$ cat src/rtl/booth4_pkg.sv
// Shared definitions for the radix-4 Booth multiplier.
//   state_e  : control FSM states
//   op_e     : partial-product selection applied by the datapath each iteration
//   booth_op : maps the Booth triplet {Q[1], Q[0], Q[-1]} to a partial-product op
package booth4_pkg;

    typedef enum logic [2:0] {
        IDLE   = 3'd0,
        CLEAR  = 3'd1,
        LOAD_M = 3'd2,
        LOAD_Q = 3'd3,
        ITER   = 3'd4,
        DONE   = 3'd5
    } state_e;

    typedef enum logic [2:0] {
        OP_ZERO   = 3'd0,
        OP_ADD_M  = 3'd1,
        OP_ADD_2M = 3'd2,
        OP_SUB_M  = 3'd3,
        OP_SUB_2M = 3'd4
    } op_e;

    function automatic op_e booth_op(input logic [2:0] trip);
        op_e op;
        case (trip)
            3'b000, 3'b111: op = OP_ZERO;
            3'b001, 3'b010: op = OP_ADD_M;
            3'b011:         op = OP_ADD_2M;
            3'b100:         op = OP_SUB_2M;
            3'b101, 3'b110: op = OP_SUB_M;
            default:        op = OP_ZERO;
        endcase
        return op;
    endfunction

endpackage

$ cat src/rtl/booth4_datapath.sv
// Registers, adder and shifter of the radix-4 Booth multiplier.
// Ports:
//   clk, rst       : clock, synchronous active-high reset
//   clear          : zero A and Q[-1], preload the iteration count
//   load_m, load_q : capture data_in into M / Q
//   step           : perform one Booth iteration using op
//   op             : partial-product selection for this iteration
//   data_in        : shared operand bus
//   triplet        : {Q[1], Q[0], Q[-1]} for the Booth decoder
//   last_iter      : the current iteration is the final one
//   product        : {A[WIDTH-1:0], Q}
module booth4_datapath
    import booth4_pkg::*;
#(
    parameter int WIDTH = 16
) (
    input  logic                 clk,
    input  logic                 rst,
    input  logic                 clear,
    input  logic                 load_m,
    input  logic                 load_q,
    input  logic                 step,
    input  op_e                  op,
    input  logic [WIDTH-1:0]     data_in,
    output logic [2:0]           triplet,
    output logic                 last_iter,
    output logic [2*WIDTH-1:0]   product
);

    localparam int AW    = WIDTH + 2;
    localparam int CNT_W = $clog2(WIDTH / 2) + 1;
    localparam logic [CNT_W-1:0] CNT_INIT = CNT_W'(WIDTH / 2);
    localparam logic [CNT_W-1:0] CNT_ONE  = {{(CNT_W-1){1'b0}}, 1'b1};
    localparam logic [AW-1:0]    A_ZERO   = {AW{1'b0}};

    logic [AW-1:0]      a_r;
    logic [WIDTH-1:0]   m_r;
    logic [WIDTH-1:0]   q_r;
    logic               qm1_r;
    logic [CNT_W-1:0]   cnt_r;

    logic [AW-1:0]      m_ext_s;
    logic [AW-1:0]      pp_s;
    logic [AW-1:0]      sum_s;
    logic [2*WIDTH+2:0] wide_s;
    logic [2*WIDTH+2:0] shifted_s;

    // Two guard bits on M keep +/-2M representable in the accumulator.
    assign m_ext_s = {{2{m_r[WIDTH-1]}}, m_r};

    // Partial-product selection from the decoded Booth op.
    always_comb begin
        pp_s = A_ZERO;
        case (op)
            OP_ZERO:   pp_s = A_ZERO;
            OP_ADD_M:  pp_s = m_ext_s;
            OP_ADD_2M: pp_s = {m_ext_s[AW-2:0], 1'b0};
            OP_SUB_M:  pp_s = A_ZERO - m_ext_s;
            OP_SUB_2M: pp_s = A_ZERO - {m_ext_s[AW-2:0], 1'b0};
            default:   pp_s = A_ZERO;
        endcase
    end

    // Add, then arithmetic shift of {T, Q, Q[-1]} right by two.
    assign sum_s     = a_r + pp_s;
    assign wide_s    = {sum_s, q_r, qm1_r};
    assign shifted_s = {{2{sum_s[AW-1]}}, wide_s[2*WIDTH+2:2]};

    // Datapath register updates; the control never asserts two strobes at once.
    always_ff @(posedge clk) begin
        if (rst) begin
            a_r   <= A_ZERO;
            m_r   <= {WIDTH{1'b0}};
            q_r   <= {WIDTH{1'b0}};
            qm1_r <= 1'b0;
            cnt_r <= {CNT_W{1'b0}};
        end else if (clear) begin
            a_r   <= A_ZERO;
            qm1_r <= 1'b0;
            cnt_r <= CNT_INIT;
        end else if (load_m) begin
            m_r <= data_in;
        end else if (load_q) begin
            q_r <= data_in;
        end else if (step) begin
            a_r   <= shifted_s[2*WIDTH+2:WIDTH+1];
            q_r   <= shifted_s[WIDTH:1];
            qm1_r <= shifted_s[0];
            cnt_r <= cnt_r - CNT_ONE;
        end
    end

    assign triplet   = {q_r[1:0], qm1_r};
    // Count reaches zero after this step when it currently holds one.
    assign last_iter = (cnt_r == CNT_ONE);
    assign product   = {a_r[WIDTH-1:0], q_r};

endmodule

$ cat src/rtl/booth4_multiplier.sv
// Sequential signed radix-4 (modified Booth) multiplier.
// Operands arrive serially on data_in: multiplicand, then multiplier.
// Ports:
//   clk     : system clock
//   rst     : synchronous active-high reset, aborts any operation
//   start   : request a multiplication (sampled in IDLE and DONE)
//   data_in : shared operand bus, two's complement
//   out     : signed product {A[WIDTH-1:0], Q}, valid while done=1
//   done    : product valid
module booth4_multiplier
    import booth4_pkg::*;
#(
    parameter int WIDTH = 16
) (
    input  logic               clk,
    input  logic               rst,
    input  logic               start,
    input  logic [WIDTH-1:0]   data_in,
    output logic [2*WIDTH-1:0] out,
    output logic               done
);

    state_e     state_r;
    state_e     next_state_s;
    logic       done_r;
    logic       clear_s;
    logic       load_m_s;
    logic       load_q_s;
    logic       step_s;
    logic [2:0] triplet_s;
    logic       last_iter_s;
    op_e        op_s;

    assign op_s = booth_op(triplet_s);

    // Next-state and datapath strobe decode.
    always_comb begin
        next_state_s = state_r;
        clear_s      = 1'b0;
        load_m_s     = 1'b0;
        load_q_s     = 1'b0;
        step_s       = 1'b0;
        case (state_r)
            IDLE: begin
                if (start) begin
                    next_state_s = CLEAR;
                end else begin
                    next_state_s = IDLE;
                end
            end
            CLEAR: begin
                clear_s      = 1'b1;
                next_state_s = LOAD_M;
            end
            LOAD_M: begin
                load_m_s     = 1'b1;
                next_state_s = LOAD_Q;
            end
            LOAD_Q: begin
                load_q_s     = 1'b1;
                next_state_s = ITER;
            end
            ITER: begin
                step_s = 1'b1;
                if (last_iter_s) begin
                    next_state_s = DONE;
                end else begin
                    next_state_s = ITER;
                end
            end
            DONE: begin
                if (start) begin
                    next_state_s = DONE;
                end else begin
                    next_state_s = IDLE;
                end
            end
            default: next_state_s = IDLE;
        endcase
    end

    // State register; done is registered alongside so it tracks DONE exactly.
    always_ff @(posedge clk) begin
        if (rst) begin
            state_r <= IDLE;
            done_r  <= 1'b0;
        end else begin
            state_r <= next_state_s;
            done_r  <= (next_state_s == DONE);
        end
    end

    assign done = done_r;

    booth4_datapath #(
        .WIDTH (WIDTH)
    ) u_datapath (
        .clk       (clk),
        .rst       (rst),
        .clear     (clear_s),
        .load_m    (load_m_s),
        .load_q    (load_q_s),
        .step      (step_s),
        .op        (op_s),
        .data_in   (data_in),
        .triplet   (triplet_s),
        .last_iter (last_iter_s),
        .product   (out)
    );

endmodule

$ cat config.mk
export PLATFORM = sky130hd
export DESIGN_NAME = booth4_multiplier
export DESIGN_NICKNAME = d
export VERILOG_FILES = /design/src/rtl/booth4_pkg.sv /design/src/rtl/booth4_datapath.sv /design/src/rtl/booth4_multiplier.sv
export SDC_FILE = /design/constraint.sdc
export NUM_CORES = 1
export LEC_CHECK = 0
export ABC_AREA = 1
export CORE_MARGIN = 2
export CORE_UTILIZATION = 42
export CTS_CLUSTER_DIAMETER = 80
export CTS_CLUSTER_SIZE = 20
export DETAILED_ROUTE_END_ITERATION = 12
export PLACE_DENSITY = 0.59
export SETUP_SLACK_MARGIN = 0.4
export SYNTH_ARGS = -nofsm -noshare
export SYNTH_HDL_FRONTEND = slang
export SYNTH_SLANG_ARGS = --single-unit
$ cat constraint.sdc
create_clock -name clk -period 3.1 [get_ports clk]
set_input_delay 0.62 -clock clk [delete_from_list [all_inputs] [get_ports clk]]
set_output_delay 0.62 -clock clk [all_outputs]
set_load 0.02 [all_outputs]
=== Word level (Yosys, flattened, before mapping) ===
Memories as Yosys holds them, arrays and structs flattened.
Cells that the tools add are included.

* Eq/ne operators: 13
* Multiplexer cells: 15
* Reductions and logical operators: 8
* Add/subtract/negate cells: 4
* Bitwise gates (word level): 3

{| class="wikitable"
|+ Operators by type and width
! operator !! count
|-
| one-hot mux 18 bit (4 select lines) || 1
|-
| 2-to-1 mux 16 bit || 2
|-
| adder 18 bit || 1
|-
| one-hot mux 3 bit (6 select lines) || 1
|-
| subtractor 1 x 17 -> 18 bit (first input constant) || 1
|-
| subtractor 1 x 16 -> 17 bit (first input constant) || 1
|-
| 2-to-1 mux 4 bit || 4
|-
| equality test 3 x 2 -> 1 bit (second input constant) || 4
|-
| equality test 3 bit (second input constant) || 4
|-
| AND reduction 3 bit || 3
|-
| equality test 3 x 1 -> 1 bit (second input constant) || 2
|-
| 2-to-1 mux 1 bit || 6
|-
| equality test 4 x 1 -> 1 bit (second input constant) || 1
|-
| inequality test 2 bit (second input constant) || 2
|-
| nonzero test 2 bit || 2
|-
| subtractor 4 x 1 -> 4 bit (second input constant) || 1
|-
| zero test 3 bit || 1
|-
| 2-to-1 mux 3 bit || 1
|-
| NOT 1 bit || 3
|-
| AND reduction 2 bit || 1
|-
| OR reduction 2 bit || 1
|}

* Memories: 1
* Memory bits (read-only): 24
* Register bits: 57
* Word-level logic and storage cells: 52
* Output and inout bits: 33

{| class="wikitable"
|+ Memories
! memory !! depth !! width !! read ports !! clocked after memory_dff !! write ports !! RTL line !! source
|-
| (no name shown) || 8 || 3 || 1 || 0 || 0 || booth4_pkg.sv:26 || <nowiki>case (trip)</nowiki>
|}

=== Longest topological paths before layout ===
Gate-level depths: netlist of run 1.

* Word-level depth: 6
* Gate-level depth with buffers: 23

=== Modules after synthesis ===
Synthesis of run 1 repeated with hierarchy kept, for this count alone.

* Cells, all modules: 616
* Area, all modules: 4027.6 um2

{| class="wikitable"
|+ By module, submodules not included
! module !! area an instance (um2) !! instances !! cells an instance !! seq. area each (um2)
|-
| booth4_datapath || 3781.1 || 1 || 581 || 1061.0
|-
| booth4_multiplier || 246.5 || 1 || 35 || 80.1
|}

=== Least setup slack after synthesis of run 1 ===
OpenSTA, ideal clock, no wires.

* Path kind: register -> register
* Start: register u_datapath.q_r[0]
* End: register u_datapath.a_r[10]
* Arrival: 2.715 ns
* Cell stages (with the launch flop): 19
* Period minus slack after synthesis: 2.823 ns
* Path slack: 0.277 ns
* Path through: dfxtp_1 -> inv_1 -> ha_1 -> inv_2 -> nand2_2 -> inv_1 -> buf_2 -> o21ai_0 -> o211ai_1 -> fa_1 -> nand3_1 -> nand2_1 -> nand3_1 -> nand2_1 -> a21oi_2 -> xor2_1 -> nand2_1 -> nand2_1 -> inv_1

* Longest elaborated chain between the ends: 4
* Elaborated cells on any way between the ends: 7
* Those cells by class: add/sub: 1; eq/ne: 4; mux: 1; memory: 1

{| class="wikitable"
|+ Ends and longest elaborated chain
! element !! RTL line !! source
|-
| start, declared || booth4_datapath.sv:38 || <nowiki>logic [WIDTH-1:0] q_r;</nowiki>
|-
| start signal, assigned || booth4_datapath.sv:74 || <nowiki>q_r <= {WIDTH{1'b0}};</nowiki>
|-
| start signal, assigned || booth4_datapath.sv:84 || <nowiki>q_r <= data_in;</nowiki>
|-
| start signal, assigned || booth4_datapath.sv:87 || <nowiki>q_r <= shifted_s[WIDTH:1];</nowiki>
|-
| memory read (8 x 3 bit) (*) || - ||
|-
| equality test 3 bit (tied with other cells) || booth4_datapath.sv:54 || <nowiki>case (op)</nowiki>
|-
| one-hot mux 18 bit (4 select lines) (*) || booth4_datapath.sv:54 ||
|-
| adder 18 bit (*) || booth4_datapath.sv:65 || <nowiki>assign sum_s = a_r + pp_s;</nowiki>
|-
| end signal, assigned || booth4_datapath.sv:86 || <nowiki>a_r <= shifted_s[2*WIDTH+2:WIDTH+1];</nowiki>
|-
| end, declared || booth4_datapath.sv:36 || <nowiki>logic [AW-1:0] a_r;</nowiki>
|}

Every way passes the cells marked *; elsewhere a longest branch is shown, timed or not.
A chain may end at the register's enable or synchronous reset.

=== Final worst setup path of run 1 ===
* Start: register u_datapath.q_r[0]
* End: register u_datapath.a_r[11]

The elaborated chain is that of the path after synthesis.

==> metrics.log, run 1 <==
[metrics] proportion of synthesized flip-flops having asynchronous set or reset: 0%
[metrics] critical path buffer and inverter count: 5
[metrics] Core Footprint: 9284 sq um
[metrics] kind of cell adding the most delay to the critical path: simple AND/OR/NAND/NOR gates
[metrics] maximum fanout along the worst path: 7
[metrics] number of storage elements in the synthesis netlist: 57
[metrics] unrepaired setup endpoints after global routing: true
[metrics] slowest library cell on the worst path: sky130_fd_sc_hd__dfxtp_4
[metrics] DRT Wirelength: 12.05 mm
[metrics] global placement routability congestion: 0.8919
[metrics] most used cells in the layout excluding fill and tap cells: sky130_fd_sc_hd__nand2_1, sky130_fd_sc_hd__inv_1, sky130_fd_sc_hd__dfxtp_1
[metrics] routed length per placed instance: 14.95 um
[metrics] power density of the placed cells: 432.3 nW/um^2
[metrics] DRT Pass-1 Iters: 5
[metrics] DRC Markers: 0
[metrics] Iter 0 DRT Violations: 186
[metrics] worst setup slack after layout: 379.3 ps
[metrics] vias in the first global route: 4,029
[metrics] total clock buffers created by CTS: 9
[metrics] die area: 10,390 sq um
[metrics] Worst Setup Slack post-DPL: 140.3 ps
[metrics] combined global-route utilization of all metal layers: 23.42%
[metrics] sequential share of the synthesized area: 28.33%
[metrics] slew at the pin with the worst max-slew slack: 562.2 ps
[metrics] critical path endpoint category: flop
[metrics] maximum buffer depth of the clock tree: 2
[metrics] width of the chip: 101.9 um
[metrics] clock tree from TritonCTS: built
[metrics] buffer cell driving the clock tree root: sky130_fd_sc_hd__clkbuf_8
[metrics] Crit Reg-Reg Endpoint: u_datapath.a_r[11]$_SDFFE_PP0P_
[metrics] core utilization of the finished layout: 60.01%
[metrics] type of the tightest min-delay check: flop to flop
[metrics] leakage power total: 2.350 nW
[metrics] WHS: 477.9 ps
[metrics] maximum VDD drop: 0.2487 mV
[metrics] total grt overflow: 0
[metrics] number of antenna repair diodes: 0
[metrics] Layout Area Growth over Synthesis: 38.33%
[metrics] total via count after detailed routing: 4,343
[metrics] maximum level of the CTS H-tree: 3
[metrics] number of distinct library cell variants in the gate-level netlist after synthesis: 42
[metrics] largest net degree at the start of global routing: 35
[metrics] slowest cell delay on critical path: 350 ps
[metrics] Num Clock Sinks: 57
[metrics] logic depth of the worst path, buffers included: 20
[metrics] max_cap viols: 0
[metrics] depth of the worst register-to-register path: 20
[metrics] result of the run: finished clean
[metrics] Yosys warning count: 0
[metrics] number of buffers added on ports: 51
[metrics] count of standard-cell rows: 35
[metrics] final layout net count: 714
[metrics] end point of the most critical hold path: u_datapath.cnt_r[3]$_SDFFE_PP0P_
[metrics] most repeated library cell on the critical path: sky130_fd_sc_hd__nand2_1
[metrics] type of the worst setup path: flop to flop
[metrics] count of endpoints failing setup in the final report: 0
[metrics] initial cell density of the core: 43.38%
[metrics] top-level port count: 52
[metrics] startpoint of the worst-slack reg-to-reg timing path: u_datapath.q_r[0]$_SDFFE_PP0P_
[metrics] critical path cell sequence: inv_2, ha_4, inv_4, nand3_4, clkinvlp_4, o21ai_2, o211ai_1, buf_4, ha_1, nand2_2, nand2_1, nand2_1, nand2_2, nand2_2, nand3_4, a21oi_2, xor2_1, nand2_1, nand2_1, inv_1
[metrics] antenna violations before repair: 0
[metrics] fin. max-slew vios: 0
[metrics] quantity of hold-fixing buffers added after cts: 0
[metrics] HPWL after detailed placement: 8.450 mm
[metrics] highest clock frequency the design can meet: 367.6 MHz
[metrics] fraction of layout instances using a drive strength above 1: 25.85%
[metrics] final-layout fill cell count: 870
[metrics] antenna-violating nets left: 0
[metrics] setup TNS: 0 ps
[metrics] crit path launch type: flop
[metrics] hold path cells: 2
[metrics] worst hold start: u_datapath.cnt_r[3]$_SDFFE_PP0P_
[metrics] worst reg2reg setup slack: 380 ps
[metrics] Final Cycle Share: 87.76%
[metrics] post-synthesis instance area: 4028 sq um
[metrics] global-route wire length before repair: 19.38 mm
[metrics] largest clock skew in the final design: 10.90 ps
[metrics] average via count per standard cell: 5.388
[metrics] syn nets: 634
[metrics] synthesized area per cell: 6.803 sq um
[metrics] most used flip-flop cell after synthesis: sky130_fd_sc_hd__dfxtp_1
[metrics] clock transition at the registers of the reported paths: 70 ps
[metrics] most common cell after layout, fill and taps aside: sky130_fd_sc_hd__nand2_1
[metrics] worst skew pair latency: 340 ps
[metrics] crit path from: u_datapath.q_r[0]$_SDFFE_PP0P_
[metrics] cell count after synthesis: 592
[metrics] worst rel slew slack: 62.48%
[metrics] die height: 101.9 um
[metrics] overall power after layout: 2.409 mW
[metrics] Hold Vio Cnt, Final: 0
[metrics] Post-synth EDFFs: 0
[metrics] critical path arrival: 2970 ps
[metrics] shortest period the worst path allows: 2721 ps
[metrics] CP required: 3350 ps
[per-stage QoR]
step / instance area (sq um) / cells
after floorplan: 4046 / 592
after global placement: 4667 / 756
after detailed placement: 4667 / 756
after CTS: 5290 / 795
after global routing: 5572 / 806
final: 5572 / 806
[power by group]
group	leakage (nW)	total (mW)	switching, mW	internal, mW
Clock	0.113	0.797	0.324	0.474
Combinational	1.77	0.771	0.463	0.309
Sequential	0.464	0.840	0.0540	0.786
Total	2.35	2.41	0.840	1.57
[timing repair]
item                       4_1_cts  5_1_grt
pin swaps                       37       26
buffers inserted                23       11
cloned                           0        0
setup endpoints to repair       12       12
resized for setup               52       35
[Yosys cell counts, types with 9 or more instances]
cell type | count | area (sq um)
sky130_fd_sc_hd__a21oi_1 | 35 | 175.2
sky130_fd_sc_hd__a31oi_1 | 18 | 112.6
sky130_fd_sc_hd__buf_2 | 11 | 55.05
sky130_fd_sc_hd__clkbuf_1 | 10 | 37.54
sky130_fd_sc_hd__dfxtp_1 | 57 | 1141
sky130_fd_sc_hd__ha_1 | 22 | 275.3
sky130_fd_sc_hd__inv_1 | 64 | 240.2
sky130_fd_sc_hd__inv_2 | 13 | 48.80
sky130_fd_sc_hd__nand2_1 | 113 | 424.2
sky130_fd_sc_hd__nand2_2 | 9 | 56.30
sky130_fd_sc_hd__nand3_1 | 35 | 175.2
sky130_fd_sc_hd__nand4_1 | 22 | 137.6
sky130_fd_sc_hd__nor2_1 | 50 | 187.7
sky130_fd_sc_hd__o21ai_0 | 41 | 205.2
sky130_fd_sc_hd__xor2_1 | 14 | 122.6
[sequential cells by signal, indices dropped and copies added, names as in the netlist]
register / cells
u_datapath.m_r: 16
u_datapath.q_r: 16
state_r: 3
u_datapath.a_r: 16
u_datapath.cnt_r: 4
done: 1
u_datapath.qm1_r: 1
[worst max path at each step]
stage	to	slack, ps
6_report	u_datapath.a_r[11]$_SDFFE_PP0P_	380
4_1_cts	u_datapath.a_r[13]$_SDFFE_PP0P_	400
3_5_place_dp	u_datapath.a_r[12]$_SDFFE_PP0P_	140
3_3_place_gp	u_datapath.a_r[11]$_SDFFE_PP0P_	140
2_1_floorplan	u_datapath.a_r[11]$_SDFFE_PP0P_	440
5_1_grt	u_datapath.a_r[11]$_SDFFE_PP0P_	140
[final cells by class]
type | instances | area (sq um) | area share [%]
repair buffers | 94 | 857.1 | 15.38
inverters | 78 | 311.5 | 5.592
flip-flops and latches | 57 | 1147 | 20.59
multi-input cells | 432 | 2874 | 51.58
well taps | 129 | 161.4 | 2.897
clock inverters | 5 | 78.83 | 1.415
clock buffers | 11 | 141.4 | 2.538
[cells by family after synthesis]
group,count (synthesis),share of synthesized area (%)
AO/OA/AOI/OAI,138,21.13
AND/OR/NAND/NOR,252,28.86
adder cells (fa/ha/maj),23,7.331
buffers and inverters,103,10.22
flip-flops,57,28.33
XOR/XNOR,19,4.132
[tightest hold or removal path, stage by stage, from the launching register on]
cell and delay (ps):
sky130_fd_sc_hd__dfxtp_1 310, sky130_fd_sc_hd__nand2_1 60, sky130_fd_sc_hd__a31oi_1 70
[per-layer routing]
layer / track usage [%] / vias to the layer above / wire length [um]
met1: 31.40 / 2047 / 5467
li1: - / 2161 / -
met4: 8.513 / 0 / 262
met3: 4.309 / 21 / 500
met5: 0 / - / 0
met2: 37.75 / 114 / 5819
(Power assumes the default switching activity.)
==> run 2: changes to the inputs <==
--- a/config.mk
+++ b/config.mk
@@ -6,6 +6,7 @@
 export NUM_CORES = 1
 export LEC_CHECK = 0
 export ABC_AREA = 1
+export CORE_ASPECT_RATIO = 0.5
 export CORE_MARGIN = 2
 export CORE_UTILIZATION = 42
 export CTS_CLUSTER_DIAMETER = 80
@@ -15,4 +16,5 @@
 export SETUP_SLACK_MARGIN = 0.4
 export SYNTH_ARGS = -nofsm -noshare
 export SYNTH_HDL_FRONTEND = slang
+export SYNTH_HIERARCHICAL = 1
 export SYNTH_SLANG_ARGS = --single-unit
==> run 2 against run 1 <==
Compared with the run above:
- first-iteration DRC count up 41%
- cell area is 3.4% higher
- largest cell class unchanged
- global-route usage increased by 0.84 points
- clock-buffer cell count is 1 higher
- critical endpoint is now u_datapath/a_r[13]$_SDFFE_PP0P_
- worst setup slack lost 230 ps
- critical path type unchanged
- die area grew 0.46%
==> metrics.log, run 2 <==
[metrics] clock transition at the registers of the reported paths: 60 ps (was 70 ps)
[metrics] Num Clock Sinks: 57 (unchanged)
[metrics] proportion of synthesized flip-flops having asynchronous set or reset: 0% (unchanged)
[metrics] shortest period the worst path allows: 2951 ps (was 2721 ps)
[metrics] critical path arrival: 3220 ps (was 2970 ps)
[metrics] number of distinct library cell variants in the gate-level netlist after synthesis: 40 (was 42)
[metrics] largest cells by area after synthesis: sky130_fd_sc_hd__dfxtp_1, sky130_fd_sc_hd__nand2_1, sky130_fd_sc_hd__a21oi_1 (was sky130_fd_sc_hd__dfxtp_1, sky130_fd_sc_hd__nand2_1, sky130_fd_sc_hd__ha_1)
[metrics] leakage power total: 2.469 nW (was 2.350 nW)
[metrics] initial cell density of the core: 42.92% (was 43.38%)
[metrics] largest net degree at the start of global routing: 32 (was 35)
[metrics] cell type with the highest aggregate area in the netlist: sky130_fd_sc_hd__dfxtp_1 (unchanged)
[metrics] maximum level of the CTS H-tree: 3 (unchanged)
[metrics] sequential share of the synthesized area: 28.33% (unchanged)
[metrics] most used flip-flop cell after synthesis: sky130_fd_sc_hd__dfxtp_1 (unchanged)
[metrics] fin. max-slew vios: 0 (unchanged)
[metrics] Iter 0 DRT Violations: 263 (was 186)
[metrics] antenna violations before repair: 0 (unchanged)
[metrics] global-route wire length before repair: 19.71 mm (was 19.38 mm)
[metrics] result of the run: finished clean (unchanged)
[metrics] CP required: 3370 ps (was 3350 ps)
[metrics] Yosys warning count: 6 (was 0)
[metrics] post-synthesis instance area: 4028 sq um (unchanged)
[metrics] type of the tightest min-delay check: flop to flop (unchanged)
[metrics] Final Cycle Share: 95.19% (was 87.76%)
[metrics] most used cells in the layout excluding fill and tap cells: sky130_fd_sc_hd__nand2_1, sky130_fd_sc_hd__inv_1, sky130_fd_sc_hd__nor2_1 (was sky130_fd_sc_hd__nand2_1, sky130_fd_sc_hd__inv_1, sky130_fd_sc_hd__dfxtp_1)
[metrics] final layout net count: 734 (was 714)
[metrics] Layout Area Growth over Synthesis: 42.99% (was 38.33%)
[metrics] Worst Setup Slack post-DPL: 17.19 ps (was 140.3 ps)
[metrics] die height: 73.25 um (was 101.9 um)
[metrics] critical path endpoint category: flop (unchanged)
[metrics] most used standard cells in the synthesized netlist: sky130_fd_sc_hd__nand2_1, sky130_fd_sc_hd__inv_1, sky130_fd_sc_hd__a21oi_1, sky130_fd_sc_hd__nor2_1, sky130_fd_sc_hd__dfxtp_1 (was sky130_fd_sc_hd__nand2_1, sky130_fd_sc_hd__inv_1, sky130_fd_sc_hd__dfxtp_1, sky130_fd_sc_hd__nor2_1, sky130_fd_sc_hd__o21ai_0)
[metrics] largest clock skew in the final design: 7.039 ps (was 10.90 ps)
[metrics] type of the worst setup path: flop to flop (unchanged)
[metrics] Post-synth EDFFs: 0 (unchanged)
[metrics] portion of synthesized cell area occupied by the leading cell type: 28.33% (unchanged)
[metrics] average via count per standard cell: 5.222 (was 5.388)
[metrics] library cell with the highest instance count after synthesis: sky130_fd_sc_hd__nand2_1 (unchanged)
[metrics] die area: 10,440 sq um (was 10,390 sq um)
[metrics] DRT Wirelength: 12.45 mm (was 12.05 mm)
[metrics] Post-Place Cells: 774 (was 756)
[metrics] fraction of layout instances using a drive strength above 1: 25.54% (was 25.85%)
[metrics] combined global-route utilization of all metal layers: 24.27% (was 23.42%)
[metrics] global placement routability congestion: 0.9044 (was 0.8919)
[metrics] WHS: 489.7 ps (was 477.9 ps)
[metrics] unrepaired setup endpoints after global routing: true (unchanged)
[metrics] maximum VDD drop: 0.2736 mV (was 0.2487 mV)
[metrics] number of storage elements in the synthesis netlist: 57 (unchanged)
[metrics] non-filler cells, final: 818 (was 806)
[metrics] maximum buffer depth of the clock tree: 2 (unchanged)
[metrics] clock tree from TritonCTS: built (unchanged)
[metrics] antenna-violating nets left: 0 (unchanged)
[metrics] DRC Markers: 0 (unchanged)
[metrics] top-level port count: 52 (unchanged)
[metrics] crit path launch type: flop (unchanged)
[metrics] worst skew pair latency: 330 ps (was 340 ps)
[metrics] slew at the pin with the worst max-slew slack: 792.0 ps (was 562.2 ps)
[metrics] Hold Vio Cnt, Final: 0 (unchanged)
[metrics] count of standard-cell rows: 25 (was 35)
[metrics] count of endpoints failing setup in the final report: 0 (unchanged)
[metrics] cell count after synthesis: 616 (was 592)
[metrics] worst setup slack after layout: 149.0 ps (was 379.3 ps)
[metrics] DRT Pass-1 Iters: 5 (unchanged)
[metrics] HPWL after detailed placement: 8.183 mm (was 8.450 mm)
[metrics] top flop regs: u_datapath/a_r: 16 flops, u_datapath/m_r: 16 flops, u_datapath/q_r: 16 flops (was u_datapath.a_r: 16 flops, u_datapath.m_r: 16 flops, u_datapath.q_r: 16 flops)
[metrics] area of combinational cells with multiple inputs: 2942 sq um (was 2874 sq um)
[metrics] synthesized area per cell: 6.538 sq um (was 6.803 sq um)
[metrics] highest clock frequency the design can meet: 338.9 MHz (was 367.6 MHz)
[metrics] width of the chip: 142.5 um (was 101.9 um)
[metrics] maximum fanout along the worst path: 5 (was 7)
[metrics] vias in the first global route: 3,936 (was 4,029)
[metrics] routed length per placed instance: 15.22 um (was 14.95 um)
[metrics] total via count after detailed routing: 4,272 (was 4,343)
[metrics] Core Footprint: 9384 sq um (was 9284 sq um)
[metrics] number of antenna repair diodes: 0 (unchanged)
[metrics] number of buffers added on ports: 51 (unchanged)
[metrics] syn nets: 658 (was 634)
[metrics] buffer cell driving the clock tree root: sky130_fd_sc_hd__clkbuf_16 (was sky130_fd_sc_hd__clkbuf_8)
[metrics] max_cap viols: 0 (unchanged)
[metrics] most common cell after layout, fill and taps aside: sky130_fd_sc_hd__nand2_1 (unchanged)
[metrics] depth of the worst register-to-register path: 19 (was 20)
[metrics] power density of the placed cells: 460.3 nW/um^2 (was 432.3 nW/um^2)
[metrics] hold path cells: 2 (unchanged)
[metrics] total grt overflow: 0 (unchanged)
[metrics] worst rel slew slack: 47.14% (was 62.48%)
[metrics] final-layout fill cell count: 860 (was 870)
[metrics] total clock buffers created by CTS: 9 (unchanged)
[metrics] area occupied by registers: 1146 sq um (was 1147 sq um)
-- run 2: area by class of cell --
class | instances | area share (%)
multi-input combinational | 444 | 51.08
clock inverter | 4 | 1.716
inverter | 93 | 6.409
clock buffer | 12 | 4.454
timing repair inverter | 1 | 0.1303
tap | 121 | 2.629
timing repair buffer | 86 | 13.69
sequential | 57 | 19.90
-- run 2: repair_timing --
item                       in CTS  in global routing
cloned                          1                  0
pin swaps                      29                 26
setup endpoints to repair      15                 15
hold buffers                    0                  0
gates resized for setup        40                 60
buffers inserted               18                  9
-- run 2: layer usage --
layer | GRT usage (%) | part of all wire, % | vias up
li1 | - | - | 2176
met2 | 35.68 | 42 | 126
met3 | 6.955 | 5.5 | 16
met5 | 0 | 0 | -
met4 | 6.711 | 1.3 | 0
met1 | 34.66 | 52 | 1954
-- run 2: through the flow --
stage               util [%]  setup TNS (ps)  power (mW)  area, sq um
global placement       50.48               0       1.396         4737
global route           61.37          -18.52       2.775         5759
CTS                    58.12               0       2.620         5454
finish                 61.37               0       2.651         5759
floorplan                  -               0       1.233         4129
detailed placement     50.48               0       1.391         4737
-- run 2: logic make-up after synthesis --
kind of cell	Yosys count	share of synthesized area (%)
flip-flops	57	28.33
multiplexers	1	0.2796
adder cells (fa/ha/maj)	23	7.331
XOR/XNOR	18	3.914
AO/OA/AOI/OAI	162	22.12
buffers and inverters	115	11.40
AND/OR/NAND/NOR	240	26.62
-- run 2: power by group --
part           internal, mW  switching (mW)
combinational         0.236           0.399
sequential            0.777          0.0461
clock                 0.830           0.362
-- run 2: final timing paths --
kind,start,slack (ps),end
setup / recovery,u_datapath/q_r[0]$_SDFFE_PP0P_,150,u_datapath/a_r[13]$_SDFFE_PP0P_
hold / removal,u_datapath/cnt_r[0]$_SDFFE_PP0P_,490,u_datapath/cnt_r[0]$_SDFFE_PP0P_
setup reg to reg,u_datapath/q_r[0]$_SDFFE_PP0P_,150,u_datapath/a_r[13]$_SDFFE_PP0P_
hold reg to reg,u_datapath/cnt_r[0]$_SDFFE_PP0P_,490,u_datapath/cnt_r[0]$_SDFFE_PP0P_
-- run 2: worst max-delay path: stages (launching register included) --
cell and delay [ps]:
sky130_fd_sc_hd__dfxtp_4 360, sky130_fd_sc_hd__inv_2 40, sky130_fd_sc_hd__ha_4 230, sky130_fd_sc_hd__mux2_4 290, sky130_fd_sc_hd__inv_4 80, sky130_fd_sc_hd__nor3_4 50, sky130_fd_sc_hd__inv_2 110, sky130_fd_sc_hd__o22ai_1 80
sky130_fd_sc_hd__a221o_1 340, sky130_fd_sc_hd__ha_4 360, sky130_fd_sc_hd__nand2_4 90, sky130_fd_sc_hd__nor2_1 140, sky130_fd_sc_hd__nand2_1 90, sky130_fd_sc_hd__nand2_1 150, sky130_fd_sc_hd__nand3_1 90, sky130_fd_sc_hd__nand2_1 120
sky130_fd_sc_hd__a21oi_2 60, sky130_fd_sc_hd__o21ai_1 90, sky130_fd_sc_hd__nand2_1 60, sky130_fd_sc_hd__inv_1 50
==> run 3: changes to the inputs <==
--- a/config.mk
+++ b/config.mk
@@ -12,6 +12,7 @@
 export CTS_CLUSTER_DIAMETER = 80
 export CTS_CLUSTER_SIZE = 20
 export DETAILED_ROUTE_END_ITERATION = 12
+export GPL_TIMING_DRIVEN = 0
 export PLACE_DENSITY = 0.59
 export SETUP_SLACK_MARGIN = 0.4
 export SYNTH_ARGS = -nofsm -noshare
==> run 3 against run 2 <==
Compared with the run above:
- the flow now finishes with violations (setup timing)
- worst setup slack got worse by 190 ps
- cell area fell by 1.5%
- cell count grew 1.3%
- clock skew increased by 2.3 ps
- register-to-register slack worse by 190 ps
- global-route usage increased by 0.21 points
- clock-buffer cell count is 2 lower
- worst hold slack improved by 18 ps
- sequential cell count did not move
- critical endpoint is now u_datapath/a_r[10]$_SDFFE_PP0P_
- utilization is 0.91 points lower
- maximum frequency decreased by 6.0%
- via count up 0.70%
==> metrics.log, run 3 (synthesized netlist as in run 2, its figures left out) <==
[metrics] Iter 0 DRT Violations: 228 (was 263)
[metrics] Hold Vio Cnt, Final: 0 (unchanged)
[metrics] critical path arrival: 3380 ps (was 3220 ps)
[metrics] count of endpoints failing setup in the final report: 2 (was 0)
[metrics] type of the worst setup path: flop to flop (unchanged)
[metrics] die height: 73.25 um (unchanged)
[metrics] total grt overflow: 0 (unchanged)
[metrics] power density of the placed cells: 454.2 nW/um^2 (was 460.3 nW/um^2)
[metrics] maximum fanout along the worst path: 5 (unchanged)
[metrics] maximum level of the CTS H-tree: 3 (unchanged)
[metrics] shortest period the worst path allows: 3139 ps (was 2951 ps)
[metrics] violations in the final reports: setup timing
[metrics] DRT Wirelength: 12.53 mm (was 12.45 mm)
[metrics] slew at the pin with the worst max-slew slack: 897.0 ps (was 792.0 ps)
[metrics] maximum buffer depth of the clock tree: 2 (unchanged)
[metrics] slowest cell delay on critical path: 350 ps (was 360 ps)
[metrics] die area: 10,440 sq um (unchanged)
[metrics] Post-Place Cells: 788 (was 774)
[metrics] non-filler cells, final: 829 (was 818)
[metrics] clock transition at the registers of the reported paths: 60 ps (about the same)
[metrics] crit path launch type: flop (unchanged)
[metrics] unrepaired setup endpoints after global routing: true (unchanged)
[metrics] leakage power total: 2.464 nW (was 2.469 nW)
[metrics] CP required: 3340 ps (was 3370 ps)
[metrics] global placement routability congestion: 0.9254 (was 0.9044)
[metrics] worst rel slew slack: 39.98% (was 47.14%)
[metrics] antenna-violating nets left: 0 (unchanged)
[metrics] Core Footprint: 9384 sq um (unchanged)
[metrics] routed length per placed instance: 15.12 um (was 15.22 um)
[metrics] largest net degree at the start of global routing: 12 (was 32)
[metrics] top-level port count: 52 (unchanged)
[metrics] count of standard-cell rows: 25 (unchanged)
[metrics] critical path endpoint category: flop (unchanged)
[metrics] critical path cell sequence: buf_6, inv_4, ha_4, mux2_4, inv_4, nor3_4, buf_6, clkinvlp_4, o22ai_2, a221o_1, ha_4, a21oi_2, nor2_1, nor2_1, nand2_2, a21oi_2, or2_1, nand3_1, nand2_1, inv_1 (was inv_2, ha_4, mux2_4, inv_4, nor3_4, inv_2, o22ai_1, a221o_1, ha_4, nand2_4, nor2_1, nand2_1, nand2_1, nand3_1, nand2_1, a21oi_2, o21ai_1, nand2_1, inv_1)
[metrics] worst setup slack after layout: -39.11 ps (was 149.0 ps)
[metrics] core utilization of the finished layout: 60.47% (was 61.37%)
[metrics] most used cells in the layout excluding fill and tap cells: sky130_fd_sc_hd__nand2_1, sky130_fd_sc_hd__inv_1, sky130_fd_sc_hd__nor2_1 (unchanged)
[metrics] fraction of layout instances using a drive strength above 1: 23.45% (was 25.54%)
[metrics] maximum VDD drop: 0.2288 mV (was 0.2736 mV)
[metrics] global-route wire length before repair: 19.67 mm (was 19.71 mm)
[metrics] total clock buffers created by CTS: 9 (unchanged)
[metrics] Num Clock Sinks: 57 (unchanged)
[metrics] Worst Setup Slack post-DPL: -127.7 ps (was 17.19 ps)
[metrics] max_cap viols: 0 (unchanged)
[metrics] clock tree from TritonCTS: built (unchanged)
[metrics] result of the run: finished with violations (was finished clean)
[metrics] vias in the first global route: 3,957 (was 3,936)
[metrics] total via count after detailed routing: 4,302 (was 4,272)
[metrics] highest clock frequency the design can meet: 318.6 MHz (was 338.9 MHz)
[metrics] type of the tightest min-delay check: flop to flop (unchanged)
[metrics] number of antenna repair diodes: 0 (unchanged)
[metrics] fin. max-slew vios: 0 (unchanged)
[metrics] final-layout fill cell count: 871 (was 860)
[metrics] top flop regs: u_datapath/a_r: 16 flops, u_datapath/m_r: 16 flops, u_datapath/q_r: 16 flops (unchanged)
[metrics] slowest library cell on the worst path: sky130_fd_sc_hd__dfxtp_4 (unchanged)
[metrics] initial cell density of the core: 42.92% (unchanged)
[metrics] number of buffers added on ports: 51 (unchanged)
[metrics] combined global-route utilization of all metal layers: 24.47% (was 24.27%)
[metrics] antenna violations before repair: 0 (unchanged)
[metrics] area occupied by registers: 1146 sq um (unchanged)
[metrics] worst skew pair latency: 330 ps (about the same)
[metrics] DRT Pass-1 Iters: 5 (unchanged)
[metrics] final layout net count: 746 (was 734)
[metrics] HPWL after detailed placement: 8.785 mm (was 8.183 mm)
[metrics] width of the chip: 142.5 um (unchanged)
[metrics] Final Cycle Share: 101.3% (was 95.19%)
[metrics] average via count per standard cell: 5.189 (was 5.222)
[metrics] most common cell after layout, fill and taps aside: sky130_fd_sc_hd__nand2_1 (unchanged)
[metrics] buffer cell driving the clock tree root: sky130_fd_sc_hd__clkbuf_16 (unchanged)
[metrics] area of combinational cells with multiple inputs: 2833 sq um (was 2942 sq um)
[metrics] Layout Area Growth over Synthesis: 40.88% (was 42.99%)
[metrics] DRC Markers: 0 (unchanged)
[metrics] largest clock skew in the final design: 9.380 ps (was 7.039 ps)
==> run 3: per-stage QoR <==
| step | total power [mW] | cell area, sq um | hold WS [ps] | setup TNS (ps) |
|---|---|---|---|---|
| after CTS | 2.575 | 5415 | 492.0 | 0 |
| after global routing | 2.697 | 5674 | 532.7 | -1324 |
| final | 2.577 | 5674 | 507.9 | -59.55 |
| after detailed placement | 1.396 | 4791 | 483.1 | -543.8 |
| after floorplan | 1.233 | 4129 | 458.0 | 0 |
| after global placement | 1.395 | 4791 | 477.4 | -543.3 |
==> run 3: where the power goes <==
part	total (mW)	switching, mW	leakage [nW]	internal (mW)
clock	1.15	0.365	0.159	0.782
sequential	0.822	0.0446	0.463	0.777
combinational	0.609	0.379	1.84	0.231
total	2.58	0.788	2.46	1.79
==> run 3: routing by layer <==
layer / vias up / track usage [%] / wire length (um)
met5: - / 0 / 0
li1: 2193 / - / -
met3: 14 / 6.234 / 759
met1: 1974 / 34.23 / 6267
met2: 121 / 37.77 / 5372
met4: 0 / 6.491 / 132
==> run 3: worst paths after layout <==
check / from / end / slack [ps] / cells after the start
max reg2reg: u_datapath/q_r[0]$_SDFFE_PP0P_ / u_datapath/a_r[10]$_SDFFE_PP0P_ / -40 / 20
max: u_datapath/q_r[0]$_SDFFE_PP0P_ / u_datapath/a_r[10]$_SDFFE_PP0P_ / -40 / 20
min: u_datapath/cnt_r[2]$_SDFFE_PP0P_ / u_datapath/cnt_r[2]$_SDFFE_PP0P_ / 510 / 2
min reg2reg: u_datapath/cnt_r[2]$_SDFFE_PP0P_ / u_datapath/cnt_r[2]$_SDFFE_PP0P_ / 510 / 2
==> run 3: worst max-delay path, delay by kind of cell, from the launching register on <==
| family | cells | cell delay (ps) |
|---|---|---|
| buffers and inverters | 6 | 510 |
| multiplexers | 1 | 300 |
| flip-flops | 1 | 350 |
| AND/OR/NAND/NOR | 7 | 600 |
| AO/OA/AOI/OAI | 4 | 740 |
| adder cells (fa/ha/maj) | 2 | 520 |
==> run 3: cell type report <==
cell class                 count  area share, %
clock inverter                 5          1.874
timing repair inverter         1         0.1323
clock buffer                  10          4.035
timing repair buffer          76          12.57
buffer                        22          2.183
inverter                      93          6.417
sequential                    57          20.20
tap                          121          2.668
multi-input combinational    444          49.92
==> run 3: timing repair <==
item | in CTS | in global routing
gates resized for setup | 35 | 41
hold buffers | 0 | 0
pin swaps | 26 | 26
cloned | 1 | 0
endpoints found under the setup margin | 16 | 16
buffers inserted | 18 | 7
